==> src/rtl/uart_rx.sv <==
// UART receiver with 16x oversampling, LSB-first data and a configurable stop length.
// Define UART_RX_PARITY_EN to add an even-parity bit between the data and stop bits.
module uart_rx #(
  parameter int N_BITS   = 8,
  parameter int SB_TICKS = 16
) (
  input  logic              clock,
  input  logic              reset,
  input  logic              rx,
  input  logic              tick,
  output logic [N_BITS-1:0] dout,
  output logic              rx_done,
  output logic              frame_err,
  output logic              parity_err
);

  localparam int NW = (N_BITS > 1) ? $clog2(N_BITS) : 1;
  localparam logic [NW-1:0] LAST_BIT  = NW'(N_BITS - 1);
  localparam logic [3:0]    STOP_LAST = 4'(SB_TICKS - 1);
  localparam logic [3:0]    MID_START = 4'd7;
  localparam logic [3:0]    BIT_LAST  = 4'd15;

  typedef enum logic [2:0] {
    IDLE,
    START,
    DATA,
`ifdef UART_RX_PARITY_EN
    PARITY,
`endif
    STOP
  } state_t;

  logic              rxMeta_q;
  logic              rxS_q;
  state_t            state_q;
  logic [3:0]        s_q;
  logic [NW-1:0]     n_q;
  logic [N_BITS-1:0] shift_q;
  logic [N_BITS-1:0] shift_d;
  logic [N_BITS-1:0] dout_q;
  logic              rxDone_q;
  logic              frameErr_q;

  // The line idles high, so the synchronizer comes out of reset at 1 to avoid a false start.
  always_ff @(posedge clock) begin
    if (reset) begin
      rxMeta_q <= 1'b1;
      rxS_q    <= 1'b1;
    end else begin
      rxMeta_q <= rx;
      rxS_q    <= rxMeta_q;
    end
  end

  assign shift_d = {rxS_q, shift_q[N_BITS-1:1]};

`ifdef UART_RX_PARITY_EN
  logic parityBit_q;
  logic parityErr_q;
  logic parityErr_d;

  assign parityErr_d = (^shift_q) ^ parityBit_q;
`endif

  always_ff @(posedge clock) begin
    if (reset) begin
      state_q    <= IDLE;
      s_q        <= '0;
      n_q        <= '0;
      shift_q    <= '0;
      dout_q     <= '0;
      rxDone_q   <= 1'b0;
      frameErr_q <= 1'b0;
`ifdef UART_RX_PARITY_EN
      parityBit_q <= 1'b0;
      parityErr_q <= 1'b0;
`endif
    end else begin
      rxDone_q <= 1'b0;
      case (state_q)
        IDLE: begin
          if (!rxS_q) begin
            state_q <= START;
            s_q     <= '0;
          end
        end
        START: begin
          if (tick) begin
            if (s_q == MID_START) begin
              if (!rxS_q) begin
                state_q <= DATA;
                s_q     <= '0;
                n_q     <= '0;
              end else begin
                state_q <= IDLE;
              end
            end else begin
              s_q <= s_q + 4'd1;
            end
          end
        end
        DATA: begin
          if (tick) begin
            if (s_q == BIT_LAST) begin
              s_q     <= '0;
              shift_q <= shift_d;
              if (n_q == LAST_BIT) begin
`ifdef UART_RX_PARITY_EN
                state_q <= PARITY;
`else
                state_q <= STOP;
`endif
              end else begin
                n_q <= n_q + 1'b1;
              end
            end else begin
              s_q <= s_q + 4'd1;
            end
          end
        end
`ifdef UART_RX_PARITY_EN
        PARITY: begin
          if (tick) begin
            if (s_q == BIT_LAST) begin
              s_q         <= '0;
              parityBit_q <= rxS_q;
              state_q     <= STOP;
            end else begin
              s_q <= s_q + 4'd1;
            end
          end
        end
`endif
        STOP: begin
          if (tick) begin
            if (s_q == STOP_LAST) begin
              state_q    <= IDLE;
              rxDone_q   <= 1'b1;
              dout_q     <= shift_q;
              frameErr_q <= ~rxS_q;
`ifdef UART_RX_PARITY_EN
              parityErr_q <= parityErr_d;
`endif
            end else begin
              s_q <= s_q + 4'd1;
            end
          end
        end
        default: state_q <= IDLE;
      endcase
    end
  end

  assign dout      = dout_q;
  assign rx_done   = rxDone_q;
  assign frame_err = frameErr_q;
`ifdef UART_RX_PARITY_EN
  assign parity_err = parityErr_q;
`else
  assign parity_err = 1'b0;
`endif

endmodule

==> config.mk <==
export PLATFORM = sky130hd
export DESIGN_NAME = uart_rx
export DESIGN_NICKNAME = d
export VERILOG_FILES = /design/src/rtl/uart_rx.sv
export SDC_FILE = /design/constraint.sdc
export NUM_CORES = 1
export LEC_CHECK = 0
export BUFFER_PORTS_ARGS = -buffer_cell sky130_fd_sc_hd__buf_2
export CAP_MARGIN = 20
export CORE_MARGIN = 3
export CORE_UTILIZATION = 42
export CTS_BUF_LIST = sky130_fd_sc_hd__clkbuf_8
export CTS_CLUSTER_SIZE = 8
export DETAILED_ROUTE_END_ITERATION = 16
export PLACE_DENSITY = 0.6
export SYNTH_ARGS = -nofsm -noshare
export SYNTH_HDL_FRONTEND = slang
export SYNTH_SLANG_ARGS = --single-unit
export TNS_END_PERCENT = 50
==> constraint.sdc <==
create_clock -name clock -period 4.4 [get_ports clock]
set_input_delay 0.88 -clock clock [delete_from_list [all_inputs] [get_ports clock]]
set_output_delay 0.88 -clock clock [all_outputs]
set_load 0.1 [all_outputs]
==> summary.md <==
| Metric | Value |
|---|---|
| Antenna violations before repair | 0 |
| Hold WC Path Type | register to register |
| Cell area after technology mapping | 1310 um^2 |
| Vertical die dimension | 61.9 um |
| Setup-failing EPs final | 0 |
| Total power divided by cell area | 367 nW/um^2 |
| Max Cap Viol | 0 |
| Simple logic cell fraction of the synthesized area | 20.9% |
| DRC viols | 0 |
| Switching power total | 0.000108 W |
| Final weighted congestion in routability-driven placement | 0.744 |
| WHS Path Cells | 1 |
| Rows | 19 |
| Post-route cell area | 1470 um^2 |
| WHS | 411 ps |
| Worst setup slack for register-to-register paths | 2700 ps |
| Area fraction in compound gates after synthesis | 13.9% |
| HP Start | rxMeta_q |
| Leakage | 0.622 nW |
| Area Overhead vs Synth | 12.4% |
| Crit path max-delay family | buffers and inverters |
| Clock-pin slew of the registers on the worst-case setup and hold paths | 60 ps |
| Die Wd | 61.9 um |
| Synthesized-area fraction occupied by xor and xnor cells | 0.669% |
| Global-route wire length before repair | 3.93 mm |
| First-pass DRT Iterations | 4 |
| VDD IR max | 0.000266 V |
| Share of final-layout standard cells stronger than drive strength 1 | 21.4% |
| Mux share of post-synthesis cell area | 13.0% |
| Area after DPL | 1370 um^2 |
| Outcome | complete, no violations |
| Sequential power share | 49.3% |
| Total number of clock tree sinks | 29 |
| Critical Path End Type | primary output |
| Sequential area share after synthesis | 44.3% |
| Critical path buffers and inverters | 1 |
| Non-Filler Instances | 176 |
| PostCTS Resize Cnt | 0 |
| Number of top-level design ports | 15 |
| Post-synth EDFFs | 0 |
| Max Fanout on Critical Path | 2 |
| DR WL/cell | 12.7 um |
| Worst Skew | 6.81 ps |
| Number of antenna repair diodes | 0 |
| Seq cells post-synth | 29 |
| Mean area per synthesized cell | 9.85 um^2 |
| Starting DRC count in detailed routing | 35 |
| Top flip-flop cell by instance count after synthesis | dfxtp_1 |
| DIE AREA | 3830 um^2 |
| Largest family of logic cells by synthesized area | simple AND/OR/NAND/NOR gates |
| Most common cell in the netlist | dfxtp_1 |
| Cell count after placement | 169 |
| Overall overflow remaining after global route | 0 |
| Top cells by area in the synthesized netlist | dfxtp_1, mux2i_1, nor2_1, o21ai_0, nor2_8 |
| Number of buffers inserted by post-CTS setup repair | 0 |
| Fin crit period | 1910 ps |
| Number of nets in the synthesized netlist | 140 |
| Most common library cells after synthesis | dfxtp_1, nor2_1, mux2i_1 |
| Post-Synthesis Cells | 133 |
| Path type of the worst setup path | register to primary output |
| Period utilisation layout | 43.4% |
| Max H-tree Level | 2 |
| Clock tree from TritonCTS | done |
| Yosys warns | 0 |
| P_int | 0.000433 W |
| Final wirelength | 2.24 mm |
| Share of the synthesized area in the top cell type | 44.3% |
| Maximum buffer depth of the clock tree | 2 |
| R2r endpoint | n_q[0] |
| CP arrival | 1030 ps |
| Mean number of vias per cell | 5.36 |
| Number of inserted filler cells in the final layout | 286 |
| Hold Vio Cnt, Final | 0 |
| Relative contribution of the clock network to total power | 47.7% |
| Maximum achievable frequency | 523 MHz |
| Sort of element at the start of the critical path | register |
| Sum of negative setup slack | 0 ps |
| Maximum single-stage delay on the critical path | 430 ps |
| Std-Cell Core Area | 2850 um^2 |
| Routed via count | 943 |
| Library cell used as clock root buffer | clkbuf_8 |
| Terminating pin of the worst hold path | rxS_q |
| Starting density of the core | 45.9% |
| Proportion of power drawn by combinational gates | 3.0% |
| Async set-or-reset flop fraction in the synthesized netlist | 0% |
| Aggregate global-route resource usage | 14.0% |
| Reg2reg start | s_q[0] |
| Switching power share of the total | 20.0% |
| Number of nets with antenna violations after routing | 0 |
| Adder-Cell Fraction of Synth Area | 2.87% |
| Cell Chain, Critical Path | buf_2 |
| Number of nets at the end of the flow | 152 |
| Largest net degree at the start of global routing | 29 |
| Input/output buffers | 13 |
| Detailed placer's ending HPWL | 1.63 mm |
| # hold bufs at CTS | 0 |
| Worst endpoint required time | 3520 ps |
| Max-slew violations | 0 |
| Cell type contributing the most total cell area after synthesis | dfxtp_1 |
| Final core occ | 51.6% |
| Vias in the first global route | 895 |
| Latest clock arrival within the worst-skew pair | 280 ps |
| Reg2reg path depth | 5 |
| Max stage delay cell, worst path | buf_2 |
| RSZ-0062 raised after global routing | no |
| Inserted Clock Buffers | 5 |
| Number of unique standard cell types used by synthesis | 40 |
## cell type report
cell class                      count  area, um^2  area share (%)
Inverter                            2        7.51           0.510
Clock inverter                      2        35.0            2.38
Tap cell                           31        38.8            2.63
Sequential cell                    29         581            39.4
Timing Repair Buffer               13        65.1            4.42
Multi-Input combinational cell     94         677            46.0
Clock buffer                        5        68.8            4.67
## worst register-to-register path: cells and delay by family, from the launching register on
| family | cells | cell delay (ps) |
|---|---|---|
| AO/OA/AOI/OAI | 2 | 520 |
| adder cells (fa/ha/maj) | 1 | 350 |
| flip-flops | 1 | 370 |
| AND/OR/NAND/NOR | 2 | 340 |
## stage by stage
stage / setup slack, ps / power [W]
after floorplan: 2600 / 0.000286
after global placement: 2490 / 0.000288
after detailed placement: 2460 / 0.000289
after CTS: 2470 / 0.000550
after global routing: 2440 / 0.000566
final: 2490 / 0.000541
## flip-flops by register name, indices dropped and copies added (netlist names)
register,flops
rxMeta_q,1
n_q,3
rxS_q,1
shift_q,8
state_q,2
frame_err,1
dout,8
s_q,4
rx_done,1
## how the worst max path moves through the flow
stage	depth (start not counted)	slack, ps	end	start
4_1_cts	1	2470	dout[1]	dout[1]
3_3_place_gp	4	2490	n_q[2]	reset
2_1_floorplan	0	2600	frame_err	frame_err
3_5_place_dp	4	2460	n_q[2]	reset
5_1_grt	1	2440	dout[1]	dout[1]
6_report	1	2490	dout[1]	dout[1]
## routing by layer
layer	wire, um	global-route usage (%)	vias up
met3	111	4.75	4
met5	0	0	-
met2	1050	21.4	18
li1	-	-	485
met4	29	7.58	0
met1	1050	17.5	436
## power groups by stage
stage                     clock [W]  combinational, W  sequential [W]
after floorplan                   0         0.0000147        0.000271
after global placement            0         0.0000161        0.000272
after detailed placement          0         0.0000164        0.000272
after CTS                  0.000267         0.0000165        0.000267
after global routing       0.000281         0.0000180        0.000267
final                      0.000258         0.0000163        0.000267
## cell families (layout without fill, tap and decap cells)
logic type                 after synthesis  count (layout)
and+or+nand+nor                         45              45
DFF                                     29              29
AOI/OAI and AO/OA                       27              27
muxes                                   17              17
buffers and inverters                   10              22
adders and majority gates                3               3
other                                    1               1
xor gates and xnor gates                 1               1
## cells in the final DEF, fill, tap and decap left out, types with 3 or more instances in the layout
cell type  instances
clkbuf_8           5
a21oi_1            6
nand2_1            3
dfxtp_1           29
buf_2             13
o21ai_0           10
nor2_1            22
ha_1               3
mux2i_1           17
(Power assumes the default switching activity.)
